File: src/rtl/inst_fetch_unit_if.sv
// rtl/inst_fetch_unit_if.sv - fetch-stage bus bundle between ROM, fetch unit and decoder
//
// Purpose : groups the ROM address/data pair and the decode-side signals of the
//           fetch stage so that they travel as one port.
// Signals : InstAddress    ROM address (registered PC)
//           InstIn         ROM data, combinational from InstAddress
//           Stall          downstream cannot accept; hold PC and IR
//           Redirect       taken control transfer
//           RedirectTarget new PC when Redirect is high
//           Inst           instruction register to decode
//           InstPC         address Inst was fetched from
//           InstValid      Inst is a real, non-squashed instruction
//           Halted         sticky fetch-stopped flag
// Modports: master - the fetch unit; slave - the ROM/decoder/execute environment.

interface inst_fetch_unit_if #(
   parameter int ADDR_W = 16,
   parameter int INST_W = 10
);
   logic [ADDR_W-1:0] InstAddress;
   logic [INST_W-1:0] InstIn;
   logic              Stall;
   logic              Redirect;
   logic [ADDR_W-1:0] RedirectTarget;
   logic [INST_W-1:0] Inst;
   logic [ADDR_W-1:0] InstPC;
   logic              InstValid;
   logic              Halted;

   modport master (
      output InstAddress,
      input  InstIn,
      input  Stall,
      input  Redirect,
      input  RedirectTarget,
      output Inst,
      output InstPC,
      output InstValid,
      output Halted
   );

   modport slave (
      input  InstAddress,
      output InstIn,
      output Stall,
      output Redirect,
      output RedirectTarget,
      input  Inst,
      input  InstPC,
      input  InstValid,
      input  Halted
   );
endinterface

File: src/rtl/inst_fetch_unit.sv
// rtl/inst_fetch_unit.sv - program counter, instruction register and halt-drain for the ROM fetch stage
//
// Purpose : owns the PC that addresses the instruction ROM, captures the ROM word
//           into an instruction register for decode, and handles stall, redirect
//           and the halt-drain sequence.
// Ports   : i_clk  clock, rising edge
//           i_rst  asynchronous, active-high reset
//           bus    inst_fetch_unit_if.master (ROM address/data, stall, redirect,
//                  instruction register outputs, halted flag)

module inst_fetch_unit #(
   parameter int                 ADDR_W       = 16,
   parameter int                 INST_W       = 10,
   parameter logic [ADDR_W-1:0]  RESET_PC     = 16'h0000,
   parameter logic [INST_W-1:0]  HALT_INST    = 10'b1110000000,
   parameter int                 DRAIN_CYCLES = 2
) (
   input  logic               i_clk,
   input  logic               i_rst,
   inst_fetch_unit_if.master  bus
);

   localparam int CNT_W = (DRAIN_CYCLES < 2) ? 1 : $clog2(DRAIN_CYCLES + 1);
   localparam logic [CNT_W-1:0] CNT_LOAD = CNT_W'(DRAIN_CYCLES);

   localparam logic [1:0] S_RUN    = 2'b00;
   localparam logic [1:0] S_DRAIN  = 2'b01;
   localparam logic [1:0] S_HALTED = 2'b10;

   logic [1:0]        r_state;
   logic [CNT_W-1:0]  r_cnt;
   logic [ADDR_W-1:0] r_pc;
   logic [INST_W-1:0] r_inst;
   logic [ADDR_W-1:0] r_inst_pc;
   logic              r_inst_valid;
   logic              r_halted;

   logic [1:0]        w_state_nxt;
   logic [CNT_W-1:0]  w_cnt_nxt;
   logic [ADDR_W-1:0] w_pc_nxt;
   logic [INST_W-1:0] w_inst_nxt;
   logic [ADDR_W-1:0] w_inst_pc_nxt;
   logic              w_inst_valid_nxt;
   logic              w_halted_nxt;
   logic              w_is_halt;

   assign w_is_halt = (bus.InstIn == HALT_INST);

   always_comb begin
      w_state_nxt      = r_state;
      w_cnt_nxt        = r_cnt;
      w_pc_nxt         = r_pc;
      w_inst_nxt       = r_inst;
      w_inst_pc_nxt    = r_inst_pc;
      w_inst_valid_nxt = r_inst_valid;
      w_halted_nxt     = r_halted;

      case (r_state)
         S_RUN: begin
            if (bus.Redirect) begin
               // The word currently in the IR is wrong-path; squash it but keep
               // its contents so decode sees stable data while invalid.
               w_pc_nxt         = bus.RedirectTarget;
               w_inst_valid_nxt = 1'b0;
            end else if (!bus.Stall) begin
               w_inst_nxt       = bus.InstIn;
               w_inst_pc_nxt    = r_pc;
               w_inst_valid_nxt = 1'b1;
               if (w_is_halt) begin
                  // Do not fetch past the halt; the PC stays on it while draining.
                  w_state_nxt = S_DRAIN;
                  w_cnt_nxt   = CNT_LOAD;
               end else begin
                  w_pc_nxt = r_pc + ADDR_W'(1);
               end
            end
         end

         S_DRAIN: begin
            if (bus.Redirect) begin
               // A redirect resolved behind the halt means the halt itself was
               // wrong-path, so normal fetching resumes at the target.
               w_pc_nxt         = bus.RedirectTarget;
               w_inst_valid_nxt = 1'b0;
               w_state_nxt      = S_RUN;
            end else if (!bus.Stall) begin
               w_inst_valid_nxt = 1'b0;
               w_cnt_nxt        = r_cnt - CNT_W'(1);
               if (r_cnt == CNT_W'(1)) begin
                  w_state_nxt  = S_HALTED;
                  w_halted_nxt = 1'b1;
               end
            end
         end

         S_HALTED: begin
            w_inst_valid_nxt = 1'b0;
            w_halted_nxt     = 1'b1;
         end

         default: begin
            // Unreachable encoding: stop fetching rather than run from an unknown PC.
            w_state_nxt      = S_HALTED;
            w_inst_valid_nxt = 1'b0;
            w_halted_nxt     = 1'b1;
         end
      endcase
   end

   always_ff @(posedge i_clk or posedge i_rst) begin
      if (i_rst) begin
         r_state      <= S_RUN;
         r_cnt        <= CNT_LOAD;
         r_pc         <= RESET_PC;
         r_inst       <= '0;
         r_inst_pc    <= '0;
         r_inst_valid <= 1'b0;
         r_halted     <= 1'b0;
      end else begin
         r_state      <= w_state_nxt;
         r_cnt        <= w_cnt_nxt;
         r_pc         <= w_pc_nxt;
         r_inst       <= w_inst_nxt;
         r_inst_pc    <= w_inst_pc_nxt;
         r_inst_valid <= w_inst_valid_nxt;
         r_halted     <= w_halted_nxt;
      end
   end

   assign bus.InstAddress = r_pc;
   assign bus.Inst        = r_inst;
   assign bus.InstPC      = r_inst_pc;
   assign bus.InstValid   = r_inst_valid;
   assign bus.Halted      = r_halted;

endmodule

File: src/flat_wrapper.sv
// flat-port wrapper written by rule: the top's interface ports become plain ports
module inst_fetch_unit_flat 
#(
   parameter int                 ADDR_W       = 16,
   parameter int                 INST_W       = 10,
   parameter logic [ADDR_W-1:0]  RESET_PC     = 16'h0000,
   parameter logic [INST_W-1:0]  HALT_INST    = 10'b1110000000,
   parameter int                 DRAIN_CYCLES = 2
)
  (i_clk, i_rst, bus_InstAddress, bus_InstIn, bus_Stall, bus_Redirect, bus_RedirectTarget, bus_Inst, bus_InstPC, bus_InstValid, bus_Halted);
  inst_fetch_unit_if #(.ADDR_W(ADDR_W), .INST_W(INST_W)) bus_i ();
  input  logic i_clk;
  input  logic i_rst;
  output wire logic [$bits(bus_i.InstAddress)-1:0] bus_InstAddress;
  input wire logic [$bits(bus_i.InstIn)-1:0] bus_InstIn;
  input wire logic [$bits(bus_i.Stall)-1:0] bus_Stall;
  input wire logic [$bits(bus_i.Redirect)-1:0] bus_Redirect;
  input wire logic [$bits(bus_i.RedirectTarget)-1:0] bus_RedirectTarget;
  output wire logic [$bits(bus_i.Inst)-1:0] bus_Inst;
  output wire logic [$bits(bus_i.InstPC)-1:0] bus_InstPC;
  output wire logic [$bits(bus_i.InstValid)-1:0] bus_InstValid;
  output wire logic [$bits(bus_i.Halted)-1:0] bus_Halted;
  assign bus_InstAddress = bus_i.InstAddress;
  assign bus_i.InstIn = bus_InstIn;
  assign bus_i.Stall = bus_Stall;
  assign bus_i.Redirect = bus_Redirect;
  assign bus_i.RedirectTarget = bus_RedirectTarget;
  assign bus_Inst = bus_i.Inst;
  assign bus_InstPC = bus_i.InstPC;
  assign bus_InstValid = bus_i.InstValid;
  assign bus_Halted = bus_i.Halted;
  inst_fetch_unit #(.ADDR_W(ADDR_W), .INST_W(INST_W), .RESET_PC(RESET_PC), .HALT_INST(HALT_INST), .DRAIN_CYCLES(DRAIN_CYCLES)) u_core (.i_clk(i_clk), .i_rst(i_rst), .bus(bus_i));
endmodule
File: config.mk
export PLATFORM = sky130hd
export DESIGN_NAME = inst_fetch_unit_flat
export DESIGN_NICKNAME = d
export VERILOG_FILES = /design/src/rtl/inst_fetch_unit_if.sv /design/src/rtl/inst_fetch_unit.sv /design/src/flat_wrapper.sv
export SDC_FILE = /design/constraint.sdc
export NUM_CORES = 1
export LEC_CHECK = 0
export BUFFER_PORTS_ARGS = -buffer_cell sky130_fd_sc_hd__buf_2
export CAP_MARGIN = 20
export CORE_MARGIN = 2
export CORE_UTILIZATION = 47
export CTS_BUF_LIST = sky130_fd_sc_hd__clkbuf_4 sky130_fd_sc_hd__clkbuf_8
export DETAILED_ROUTE_END_ITERATION = 8
export GPL_ROUTABILITY_DRIVEN = 0
export PLACE_DENSITY = 0.73
export SYNTH_ARGS = -nofsm -noshare
export SYNTH_HDL_FRONTEND = slang
export SYNTH_SLANG_ARGS = --single-unit
File: constraint.sdc
create_clock -name i_clk -period 5.32 [get_ports i_clk]
set_clock_uncertainty 0.1 [all_clocks]
set_input_delay 0.798 -clock i_clk [delete_from_list [all_inputs] [get_ports i_clk]]
set_output_delay 0.798 -clock i_clk [all_outputs]
set_load 0.005 [all_outputs]
==> results.cfg, run 1 <==
[outcome]
status = complete, no violations

[synth]
synth_seq_cells = 48
synth_area_per_cell_um2 = 11.5
yosys_warnings = 0
ys_seq_area_share_pct = 49.7
synth_top_flop_cell = dfrtp_1
synth_nets = 243
synth_area_um2 = 2420
synthTopCellsByArea = dfrtp_1 (49%), mux2_2 (12%), o2bb2ai_1 (3.3%)
syn_inst = 211
synth.distinct_cells = 48
synth_top_cell_area_share_pct = 48.6
yosysTopAreaCell = dfrtp_1
synth_edf_count = 0
synthArstFlopShare_pct = 100

[job]
maxCapViolCount = 0

[setup_path]
crit_family = simple AND/OR/NAND/NOR gates
worstPathRequired_ns = 5.41
crit_arrival_ns = 2.46
end_kind = flop
cpPeakStageDelay_ns = 0.81
cp_max_fo = 18
cp_num_buf_inv = 1
path_class = flop to flop
cp-start-kind = flop
path_cells = nor4_4, buf_4, mux2_2
slowest_stage = nor4_4

[hold_path]
hp-class = flop to flop

[timing]
fin_crit_sh_pct = 44.6
finalHoldWorstSlack_ns = 0.372
max_freq_mhz = 421
hold_viol = 0
slew_headroom_pct = 34.4
tightest_slew_ns = 0.983
fin_ws_ns = 2.95
period_needed_ns = 2.37
rsz0062_at_grt = no
final.setup.tns_ns = 0
slew_viol_final = 0
setup_viol = 0

[final_layout]
diodes = 0
fin_nets = 313
layout-drive-gt1-share_pct = 42.0
final_cell_area_um2 = 2940
area_growth_pct = 21.4
fillCellCount = 454
fin_cells = 351

[route]
ant_nets = 0
drt_pre_antenna_iters = 4
remaining_drc_errors = 0
top_layer_used = met4
drt-total-wl_mm = 5.89
met2_length_mm = 2.76
wl_met1_mm = 2.61
wl_per_cell_um = 16.8
wl_met3_um = 422
vias_per_cell = 5.96
vias = 2092
drtIter0Drc = 142

[place]
placedCellCount = 344
dp_hpwl_mm = 4.22
dpl_cell_area_um2 = 2840
port-buffer-count = 73
post-place-ws_ns = 2.66

[clock_network]
clkTransAtPathRegs_ns = 0.08
cts_max_level = 2
root_buffer = clkbuf_8
clk_latency_ns = 0.30
postCtsSetupBuffers = 0
cts_sinks = 48
cts_tree = done
post_cts_resized = 0
cts_buffers = 5
holdBufCountCts = 0
clock_path_buffers = 2

[grt]
grt_first_pass_wirelength_mm = 9.27
grt_max_degree = 49
grt.total_usage_pct = 21.4
gr-total-overflow = 0
antenna_found_initial = 0
grt_pass1_vias = 1964

[floorplanning]
ioPinCount = 74
die_y_um = 75.8
start_util_pct = 48.0
rows = 26
die_w_um = 75.8
fp.dieArea_um2 = 5740
core_um2 = 5040

[power]
peakVddDrop_uv = 161
power_leakage_nw = 1.28
p_per_area_nw_per_um2 = 314
## logic make-up after synthesis
kind of cell,synth area share [%]
buffers and inverters,3.05
AND/OR/NAND/NOR,14.0
multiplexers,12.9
adder cells (fa/ha/maj),1.03
flip-flops,49.7
AO/OA/AOI/OAI,19.4
## cells in the mapped netlist, types with 2 or more instances
cell,number
o22a_1,3
buf_4,2
a2bb2oi_1,6
nand2_1,10
or3_1,2
mux2_2,26
a22oi_1,3
nand2b_1,2
o22ai_1,6
a211oi_2,2
nor3_1,10
ha_1,2
buf_2,2
a21oi_1,3
nor4_1,5
mux2i_1,2
nand4_1,5
o31a_1,2
a221oi_1,7
o21ai_0,5
dfrtp_1,47
nor2_1,3
nand3_1,9
inv_1,5
clkbuf_1,8
o2bb2ai_1,9
and3_1,4
## metal layers
layer | global-route usage [%] | vias up
met5 | 0 | -
met3 | 4.37 | 9
met2 | 33.6 | 80
met4 | 8.19 | 0
li1 | - | 967
met1 | 29.2 | 1036
## cell type report
cell class	count	area [µm²]	share of cell area, %
repair buffers	75	380	12.9
flip-flops and latches	48	1200	40.9
clock buffers	7	96.3	3.28
multi-input cells	146	1150	39.3
well taps	70	87.6	2.98
inverters	5	18.8	0.639
## placed cells by master (no fill, tap or decap), types with 2 or more instances in the layout
cell and n:
buf_2 73, dfrtp_1 47, mux2_2 26, nor3_1 10, nand2_1 10, nand3_1 9
o2bb2ai_1 9, a221oi_1 7, clkbuf_8 7, o22ai_1 6, a2bb2oi_1 6, o21ai_0 5
nand4_1 5, nor4_1 5, and3_1 4, inv_1 4, nor2_1 3, a21oi_1 3
o22a_1 3, a22oi_1 3, o31a_1 2, nand2b_1 2, or3_1 2, a211oi_2 2
mux2i_1 2, ha_1 2, buf_4 2
## power breakdown
| group | switching [W] | total [W] | internal (W) |
|---|---|---|---|
| combinational | 0.0000988 | 0.000214 | 0.000115 |
| clock | 0.000117 | 0.000233 | 0.000116 |
| sequential | 0.0000517 | 0.000475 | 0.000424 |
## state kept, by name, indices dropped and copies added, names as in the netlist
name                    count
u_core.bus.InstValid        1
u_core.bus.InstAddress     16
u_core.r_cnt                2
u_core.bus.Halted           1
u_core.bus.InstPC          16
u_core.r_state              2
u_core.bus.Inst            10
## worst paths after layout
path                       slack [ns]               from                   endpoint  cells after the start
min in group asynchronous        0.62              i_rst         u_core.bus.Inst[6]                      2
min reg2reg                      0.37  u_core.bus.Halted          u_core.bus.Halted                      1
min                              0.37  u_core.bus.Halted          u_core.bus.Halted                      1
max                              2.95  u_core.r_state[1]         u_core.bus.Inst[1]                      3
max in group asynchronous        3.89              i_rst  u_core.bus.InstAddress[9]                      2
max reg2reg                      2.95  u_core.r_state[1]         u_core.bus.Inst[1]                      3
## per-stage QoR
step / total power, W / util, %
floorplan: 0.000593 / -
global placement: 0.000690 / 56.4
detailed placement: 0.000696 / 56.4
CTS: 0.000927 / 58.3
global route: 0.000974 / 58.3
finish: 0.000922 / 58.3
## worst reg2reg max path, delay by kind of cell, from the launching register on
kind          cells  cell delay (ns)
mux               1             0.37
buf+inv           1             0.37
flops             1             0.61
simple gates      1             0.82
(Power assumes the default switching activity.)
==> run 2: changes to the inputs <==
- clock period: 5.32 -> 2.2 ns (I/O delays scaled with it)
==> run 2 against run 1 <==
Effect of this change: via count grew 4.4%; sequential power up 140%; die area is the same; highest routed layer unchanged; sequential cell count is the same.
==> results.cfg, run 2 (synthesis gave the netlist of run 1 again) <==
[route]
vias = 2185
drtIter0Drc = 154
drt_pre_antenna_iters = 5
vias_per_cell = 5.92
drt-total-wl_mm = 6.09
wl_per_cell_um = 16.5
ant_nets = 0
remaining_drc_errors = 0

[timing]
max_freq_mhz = 494
fin_ws_ns = 0.174
period_needed_ns = 2.03
hold_viol = 0
rsz0062_at_grt = no
final.setup.tns_ns = 0
fin_crit_sh_pct = 92.1
setup_viol = 0
slew_headroom_pct = 53.5
slew_viol_final = 0
tightest_slew_ns = 0.691

[power]
swShare_pct = 29.5
pwr-share-clk_pct = 24.3
p_switching_w = 0.000662
peakVddDrop_uv = 416
p_per_area_nw_per_um2 = 729
pwr-share-comb_pct = 25.2
power_frac_seq_pct = 50.5
power_leakage_nw = 1.37
p_int_w = 0.00158

[hold_path]
hp-class = primary input to flop

[clock_network]
clk_latency_ns = 0.30
clock_path_buffers = 2
root_buffer = clkbuf_8
cts_max_level = 2
cts_buffers = 5
cts_tree = done
clkTransAtPathRegs_ns = 0.09
cts_sinks = 48

[final_layout]
fin_nets = 330
postLayoutCoreUtil_pct = 61.1
final_cell_area_um2 = 3080
layout_commonest_cell = buf_2
area_growth_pct = 27.2
diodes = 0
final_cell_mix = buf_2 (73), dfrtp_1 (46), mux2_2 (26), buf_4 (17)
fin_cells = 369
layout-drive-gt1-share_pct = 45.5

[floorplanning]
core_um2 = 5040
ioPinCount = 74
rows = 26
die_y_um = 75.8
fp.dieArea_um2 = 5740
start_util_pct = 48.0
die_w_um = 75.8

[grt]
globalRouteMet1Util_pct = 31.4
met2_usage_pct = 33.7
grt_max_degree = 26
gr-usage-met3_pct = 5.56
grt.total_usage_pct = 22.2
antenna_found_initial = 0
top_usage_layer = met2
gr-total-overflow = 0
grt_first_pass_wirelength_mm = 9.54
grt_pass1_vias = 1944

[setup_path]
path_class = flop to flop
end_kind = flop
cp_max_fo = 7
worstPathRequired_ns = 2.35
crit_arrival_ns = 2.17
slowest_stage = or4_1
cp-start-kind = flop
cpPeakStageDelay_ns = 0.53
path_cells = ha_1, nand3_1, or4_1, a221oi_1, o22a_1

[job]
maxCapViolCount = 0

[place]
dpl_cell_area_um2 = 2980
port-buffer-count = 73
post-place-ws_ns = 0.180
dp_hpwl_mm = 4.47
placedCellCount = 360

[outcome]
status = complete, no violations
## run 2: changes by cell type in the layout (fill, tap and decap cells not counted), sizes merged
cell / before / now
buf: 75 / 91
dlygate4sd3: 0 / 1
clkinv: 0 / 2
clkbuf: 7 / 6
## run 2: power by group through the flow
stage                     Clock, W  Sequential (W)  Combinational [W]
after floorplan                  0         0.00116           0.000275
after global placement           0         0.00114           0.000558
after detailed placement         0         0.00115           0.000567
after CTS                 0.000568         0.00113           0.000571
after global routing      0.000595         0.00116           0.000632
final                     0.000544         0.00113           0.000566
## run 2: stage by stage
stage / total power [W] / hold WS (ns)
3_3_place_gp: 0.00170 / 0.305
4_1_cts: 0.00227 / 0.115
3_5_place_dp: 0.00172 / 0.323
6_report: 0.00224 / 0.124
5_1_grt: 0.00238 / 0.121
2_1_floorplan: 0.00143 / 0.357
## run 2: worst max-delay path, delay by kind of cell, from the launching register on
family                   cells  cell delay, ns
AO/OA/AOI/OAI                2            0.49
adder cells (fa/ha/maj)      1            0.23
flip-flops                   1            0.43
AND/OR/NAND/NOR              2            0.72
## run 2: path summary, 6_finish.rpt
path                            slack (ns)                    endpoint  cells past startpoint                 startpoint
worst max register to register        0.17  u_core.bus.InstAddress[12]                      5  u_core.bus.InstAddress[1]
min in group asynchronous             0.53          u_core.bus.Inst[0]                      3                      i_rst
worst min register to register        0.37           u_core.bus.Halted                      1          u_core.bus.Halted
max in group asynchronous             0.93   u_core.bus.InstAddress[1]                      4                      i_rst
worst min-delay path                  0.12        u_core.bus.InstValid                      2               bus_Redirect
worst max-delay path                  0.17  u_core.bus.InstAddress[12]                      5  u_core.bus.InstAddress[1]
## run 2: per-layer routing
metal	routed length, µm	part of all wire [%]
met1	2710	44
met2	2870	47
met3	443	7.3
met4	65	1.1
met5	0	0
## run 2: repair_timing
action	CTS	global route
endpoints found under the hold margin	23	0
hold buffers	1	0
endpoints found under the setup margin	0	1
buffers inserted	0	0
gates resized for setup	0	1
## run 2: area by class of cell
type	instances	area, µm²
tap	70	87.6
sequential	48	1200
timing repair buffer	92	523
inverter	5	18.8
clock buffer	6	82.6
clock inverter	2	10.0
fill	443	1960
multi-input combinational	146	1150
